## src/rtl/shiftby2_pkg.sv

```systemverilog
// ---------------------------------------------------------------------------
// shiftby2_pkg
//   Shared defaults for the word-to-byte offset shifter.
//   WORD_W     : datapath word width (bits)
//   BYTE_SHIFT : left-shift amount that turns a word offset into a byte offset
//   word_t     : one datapath word
// ---------------------------------------------------------------------------
package shiftby2_pkg;

  localparam int WORD_W     = 32;
  localparam int BYTE_SHIFT = 2;

  typedef logic [WORD_W-1:0] word_t;

endpackage : shiftby2_pkg

```

## src/rtl/shiftby2_comb.sv

```systemverilog
// ---------------------------------------------------------------------------
// shiftby2_comb
//   Pure combinational part of the offset shifter: constant left shift with
//   zero fill, extraction of the bits pushed out the top, and (optionally)
//   a signed-overflow flag.
//
//   Configuration macro: SHIFTBY2_OVERFLOW_EN
//     defined   -> ovf_o port exists and flags a signed result that does not fit
//     undefined -> ovf_o port is absent, no overflow logic exists
//
//   Ports:
//     data_i    [WIDTH-1:0]  operand
//     shifted_o [WIDTH-1:0]  data_i << SHIFT, zero filled
//     lost_o    [SHIFT-1:0]  data_i[WIDTH-1 -: SHIFT]
//     ovf_o                  top SHIFT+1 bits of data_i are not uniform
//                            (only with SHIFTBY2_OVERFLOW_EN)
//
//   Parameter constraints: 1 <= SHIFT < WIDTH.
// ---------------------------------------------------------------------------
module shiftby2_comb
  import shiftby2_pkg::*;
#(
  parameter int WIDTH = WORD_W,
  parameter int SHIFT = BYTE_SHIFT
) (
  input  logic [WIDTH-1:0] data_i,
  output logic [WIDTH-1:0] shifted_o,
`ifdef SHIFTBY2_OVERFLOW_EN
  output logic             ovf_o,
`endif
  output logic [SHIFT-1:0] lost_o
);

  // Bit-level wiring: the low SHIFT positions are zero, every other output
  // bit is the input bit SHIFT places below it. No rotation, no sign fill.
  genvar gi;
  generate
    for (gi = 0; gi < WIDTH; gi++) begin : g_shift
      if (gi < SHIFT) begin : g_fill
        assign shifted_o[gi] = 1'b0;
      end else begin : g_move
        assign shifted_o[gi] = data_i[gi-SHIFT];
      end
    end
  endgenerate

  // The bits that fall off the top of the word.
  assign lost_o = data_i[WIDTH-1 -: SHIFT];

`ifdef SHIFTBY2_OVERFLOW_EN
  // The shifted value keeps its sign only when the discarded bits and the
  // new sign bit all equal the original sign, i.e. the top SHIFT+1 bits
  // are uniform. Anything else is a signed overflow.
  logic [SHIFT:0] top_bits;
  assign top_bits = data_i[WIDTH-1 -: SHIFT+1];
  assign ovf_o    = !((top_bits == '0) || (top_bits == '1));
`endif

endmodule : shiftby2_comb

```

## src/rtl/shiftby2_32b.sv

```systemverilog
// ---------------------------------------------------------------------------
// shiftby2_32b
//   Registered left-shift-by-SHIFT unit turning a word offset (sign-extended
//   branch immediate or jump index) into a byte offset. One output register
//   with a valid/ready handshake; also reports the shifted-out bits.
//
//   Configuration macro: SHIFTBY2_OVERFLOW_EN
//     defined   -> overflow is a registered signed-overflow flag
//     undefined -> overflow is tied to 0, no overflow logic is built
//
//   Ports:
//     clk        in   sole clock, rising edge
//     rst        in   synchronous active-high reset
//     data_in    in   [WIDTH-1:0] operand
//     in_valid   in   data_in valid this cycle
//     in_ready   out  unit can take an operand this cycle (combinational)
//     data_out   out  [WIDTH-1:0] registered data_in << SHIFT
//     lost_bits  out  [SHIFT-1:0] registered data_in[WIDTH-1 -: SHIFT]
//     out_valid  out  data_out / lost_bits / overflow are valid
//     out_ready  in   consumer takes the result this cycle
//     overflow   out  registered signed-overflow flag (0 when disabled)
// ---------------------------------------------------------------------------
module shiftby2_32b
  import shiftby2_pkg::*;
#(
  parameter int WIDTH = WORD_W,
  parameter int SHIFT = BYTE_SHIFT
) (
  input  logic             clk,
  input  logic             rst,
  input  logic [WIDTH-1:0] data_in,
  input  logic             in_valid,
  output logic             in_ready,
  output logic [WIDTH-1:0] data_out,
  output logic [SHIFT-1:0] lost_bits,
  output logic             out_valid,
  input  logic             out_ready,
  output logic             overflow
);

  // -------------------------------------------------------------------------
  // Combinational shift
  // -------------------------------------------------------------------------
  logic [WIDTH-1:0] shifted;
  logic [SHIFT-1:0] lost;
`ifdef SHIFTBY2_OVERFLOW_EN
  logic             ovf;
`endif

  shiftby2_comb #(
    .WIDTH (WIDTH),
    .SHIFT (SHIFT)
  ) u_comb (
    .data_i    (data_in),
    .shifted_o (shifted),
`ifdef SHIFTBY2_OVERFLOW_EN
    .ovf_o     (ovf),
`endif
    .lost_o    (lost)
  );

  // -------------------------------------------------------------------------
  // Handshake
  // -------------------------------------------------------------------------
  logic             out_valid_q;
  logic             out_valid_d;
  logic             accept;
  logic [WIDTH-1:0] data_q;
  logic [SHIFT-1:0] lost_q;

  // The register is free when empty or being drained this very cycle, which
  // gives one operand per cycle when the consumer never stalls.
  assign in_ready = !out_valid_q || out_ready;
  assign accept   = in_valid && in_ready;

  always_comb begin
    out_valid_d = out_valid_q;
    if (accept) begin
      // Covers plain load and simultaneous drain+reload alike.
      out_valid_d = 1'b1;
    end else if (out_ready) begin
      out_valid_d = 1'b0;
    end
  end

  always_ff @(posedge clk) begin
    if (rst) begin
      out_valid_q <= 1'b0;
    end else begin
      out_valid_q <= out_valid_d;
    end
  end

  // Data registers are clock-enabled by accept only, so they hold during a
  // stall and never sample data_in while in_valid is low.
  always_ff @(posedge clk) begin
    if (rst) begin
      data_q <= '0;
      lost_q <= '0;
    end else if (accept) begin
      data_q <= shifted;
      lost_q <= lost;
    end
  end

`ifdef SHIFTBY2_OVERFLOW_EN
  logic overflow_q;

  always_ff @(posedge clk) begin
    if (rst) begin
      overflow_q <= 1'b0;
    end else if (accept) begin
      overflow_q <= ovf;
    end
  end

  assign overflow = overflow_q;
`else
  assign overflow = 1'b0;
`endif

  assign out_valid = out_valid_q;
  assign data_out  = data_q;
  assign lost_bits = lost_q;

endmodule : shiftby2_32b

```

## config.mk

```make
export PLATFORM = sky130hd
export DESIGN_NAME = shiftby2_32b
export DESIGN_NICKNAME = d
export VERILOG_FILES = /design/src/rtl/shiftby2_pkg.sv /design/src/rtl/shiftby2_comb.sv /design/src/rtl/shiftby2_32b.sv
export SDC_FILE = /design/constraint.sdc
export NUM_CORES = 1
export LEC_CHECK = 0
export CAP_MARGIN = 20
export CORE_MARGIN = 1.5
export CORE_UTILIZATION = 40
export DETAILED_ROUTE_END_ITERATION = 7
export GPL_TIMING_DRIVEN = 0
export PLACE_DENSITY_LB_ADDON = 0.3
export SYNTH_ARGS = -nofsm -noshare
export SYNTH_HDL_FRONTEND = slang
export SYNTH_HIERARCHICAL = 1
export SYNTH_SLANG_ARGS = --single-unit
export TNS_END_PERCENT = 30
```

## constraint.sdc

```tcl
create_clock -name clk -period 2.04 [get_ports clk]
set_input_delay 0.612 -clock clk [delete_from_list [all_inputs] [get_ports clk]]
set_output_delay 0.612 -clock clk [all_outputs]
set_load 0.02 [all_outputs]
```

==> results.py <==
metrics = {
    "drt": {
        "ant_nets": 0,
        "drc": 0,
        "viasPerCell": 4.84,
        "vias": 1437,
        "drt_pass1_iterations": 4,
        "drt_first_iter_violations": 36,
        "wire_per_inst_um": 13.5,
        "drt_wl_total_um": 4020,
    },
    "yosys": {
        "yosys.cell_types.count": 13,
        "synthSimpleGateAreaFrac_pct": 9.53,
        "synth_adder_area_share_pct": 0,
        "synth.ff_latch_count": 35,
        "synth.area.mux_share_pct": 0,
        "netlist_area_mm2": 0.00193,
        "synth_compound_area_share_pct": 33.3,
        "yosysSeqAreaShare_pct": 36.3,
        "synth_xor_area_share_pct": 0,
        "avgSynthCellArea_um2": 9.79,
        "ys_warn_count": 6,
        "syn-instance-count": 197,
        "synth_top_family_by_area": "compound AO/OA/AOI/OAI gates",
    },
    "min_path": {
        "hold_class": "reg2reg",
    },
    "placement": {
        "portBuffers": 37,
        "dpl.hpwl_um": 2740,
        "preCtsSetupSlack_ns": -0.761,
        "place.gp.congestion": 0.671,
    },
    "die": {
        "die_h_um": 72.5,
        "coreArea_mm2": 0.00469,
        "num_io_pins": 73,
        "die_area_mm2": 0.00525,
        "die_w_um": 72.5,
        "start_util_pct": 41.1,
        "rows": 25,
    },
    "critical_path": {
        "path_cells": "clkdlybuf4s50_1",
        "worstSetupPathType": "reg2out",
        "required_ns": 1.43,
        "cp.arrival_ns": 1.29,
        "cp_slowest_cell": "clkdlybuf4s50_1",
        "cp-end-kind": "output pin",
        "worst-path-buf-inv": 1,
        "slowest_delay_ns": 0.62,
        "critPathMaxFanout": 2,
        "crit_family": "buffers and inverters",
        "cp-start-kind": "register",
    },
    "grt": {
        "grt_max_degree": 16,
        "grtUsageTotal_pct": 15.5,
        "antenna_found_initial": 0,
        "grt-ovfl-total": 0,
        "grt_pass1_vias": 1353,
        "grt_first_pass_wirelength_um": 6380,
    },
    "clocking": {
        "clkSinkCount": 35,
        "htree_levels": 2,
        "cts_buffers": 5,
        "root_buffer": "clkbuf_8",
        "clock_latency_ns": 0.28,
        "clk_pin_slew_ns": 0.07,
        "cts_hold_buf": 0,
        "clockBufferDepth": 2,
        "cts_tree": "yes",
    },
    "pwr": {
        "leakage_nw": 0.980,
        "ir_worst_vdd_uv": 366,
        "p_per_area_mw_per_mm2": 669,
    },
    "job": {
        "maxCapViolCount": 0,
    },
    "sta": {
        "fin_ws_ns": 0.141,
        "setup_viol": 0,
        "fin_skew_ns": 0.00337,
        "max_clock_freq_ghz": 0.527,
        "finalMaxSlewViolations": 0,
        "rsz0062_at_grt": "false",
        "period_share_pct": 93.1,
        "hold_viol_final": 0,
        "period_needed_ns": 1.90,
    },
    "finish": {
        "syn_to_final_growth_pct": 28.5,
        "final_util_pct": 52.8,
        "nNetsFinal": 278,
        "antennaDiodeCount": 0,
        "drive_above_1_share_pct": 38.3,
    },
    "status": {
        "status": "finished clean",
    },
}
[flip-flops by register name (all words and copies together) (netlist names)]
| signal | count |
|---|---|
| out_valid | 1 |
| lost_bits | 2 |
| data_out | 32 |
[cell families after synthesis]
kind of cell | count (synthesis)
compound gates | 69
simple gates | 35
other cells | 2
flops | 35
buf+inv | 56
[final cells by class]
type	instances	area, µm²
Timing Repair Buffer	38	374
Buffer	54	394
Fill cell	441	2210
Inverter	1	3.75
Clock buffer	8	100
Sequential cell	35	701
Multi-Input combinational cell	107	838
Tap cell	54	67.6
[repair_timing]
item,CTS,global route
setup buffers,1,0
resized for setup,8,0
setup endpoints to repair,1,0
[power by group]
| group | total (mW) | leakage, nW | internal, mW | switching (mW) |
|---|---|---|---|---|
| Combinational | 0.365 | 0.640 | 0.188 | 0.177 |
| Clock | 0.550 | 0.0515 | 0.308 | 0.242 |
| Sequential | 0.743 | 0.288 | 0.724 | 0.0194 |
[tightest hold or removal path, stage by stage (launching register included)]
cell and delay, ns:
dfxtp_1 0.31, a21bo_1 0.18, a21oi_2 0.05
[cells in the mapped netlist]
library cell / number / area share (%)
buf_4: 36 / 14
dfxtp_1: 35 / 36
a21bo_1: 34 / 18
a21oi_2: 34 / 15
nand3_1: 34 / 8.8
buf_2: 9 / 2.3
buf_6: 5 / 2.9
clkbuf_1: 4 / 0.78
conb_1: 2 / 0.39
a21oi_1: 1 / 0.26
buf_1: 1 / 0.19
inv_1: 1 / 0.19
nand2b_4: 1 / 0.71
[stage by stage]
stage / area (µm²) / setup TNS (ns) / cells / total power, mW / hold WS (ns)
after floorplan: 1930 / 0 / 198 / 1.01 / 0.656
after global placement: 2370 / -0.768 / 289 / 1.12 / 0.569
after detailed placement: 2370 / -0.761 / 289 / 1.12 / 0.563
after CTS: 2480 / 0 / 297 / 1.68 / 0.582
after global routing: 2480 / 0 / 297 / 1.74 / 0.581
final: 2480 / 0 / 297 / 1.66 / 0.578
[cells in the final DEF, fill, tap and decap left out]
cell / count
inv_1: 1
dlygate4sd2_1: 1
clkbuf_8: 7
buf_2: 8
nand2b_4: 1
clkdlybuf4s50_1: 35
buf_1: 1
conb_1: 3
buf_6: 4
a21oi_1: 1
buf_4: 38
a21bo_1: 34
a21oi_2: 34
buf_12: 1
dfxtp_1: 35
nand3_1: 34
clkbuf_1: 5
[routing by layer]
| layer | track usage [%] | wire length, µm | vias to the layer above |
|---|---|---|---|
| met5 | 0 | 0 | - |
| met4 | 5.03 | 41 | 0 |
| met3 | 4.58 | 247 | 6 |
| met2 | 23.3 | 1760 | 45 |
| met1 | 21.3 | 1970 | 659 |
| li1 | - | - | 727 |
[final timing paths]
kind,to,cells past startpoint,slack (ns),start
hold reg to reg,data_out[28],2,0.58,data_out[28]
hold / removal,data_out[28],2,0.58,data_out[28]
setup / recovery,out_valid,1,0.14,out_valid
setup reg to reg,data_out[17],6,0.72,out_valid
(Power assumes the default switching activity.)
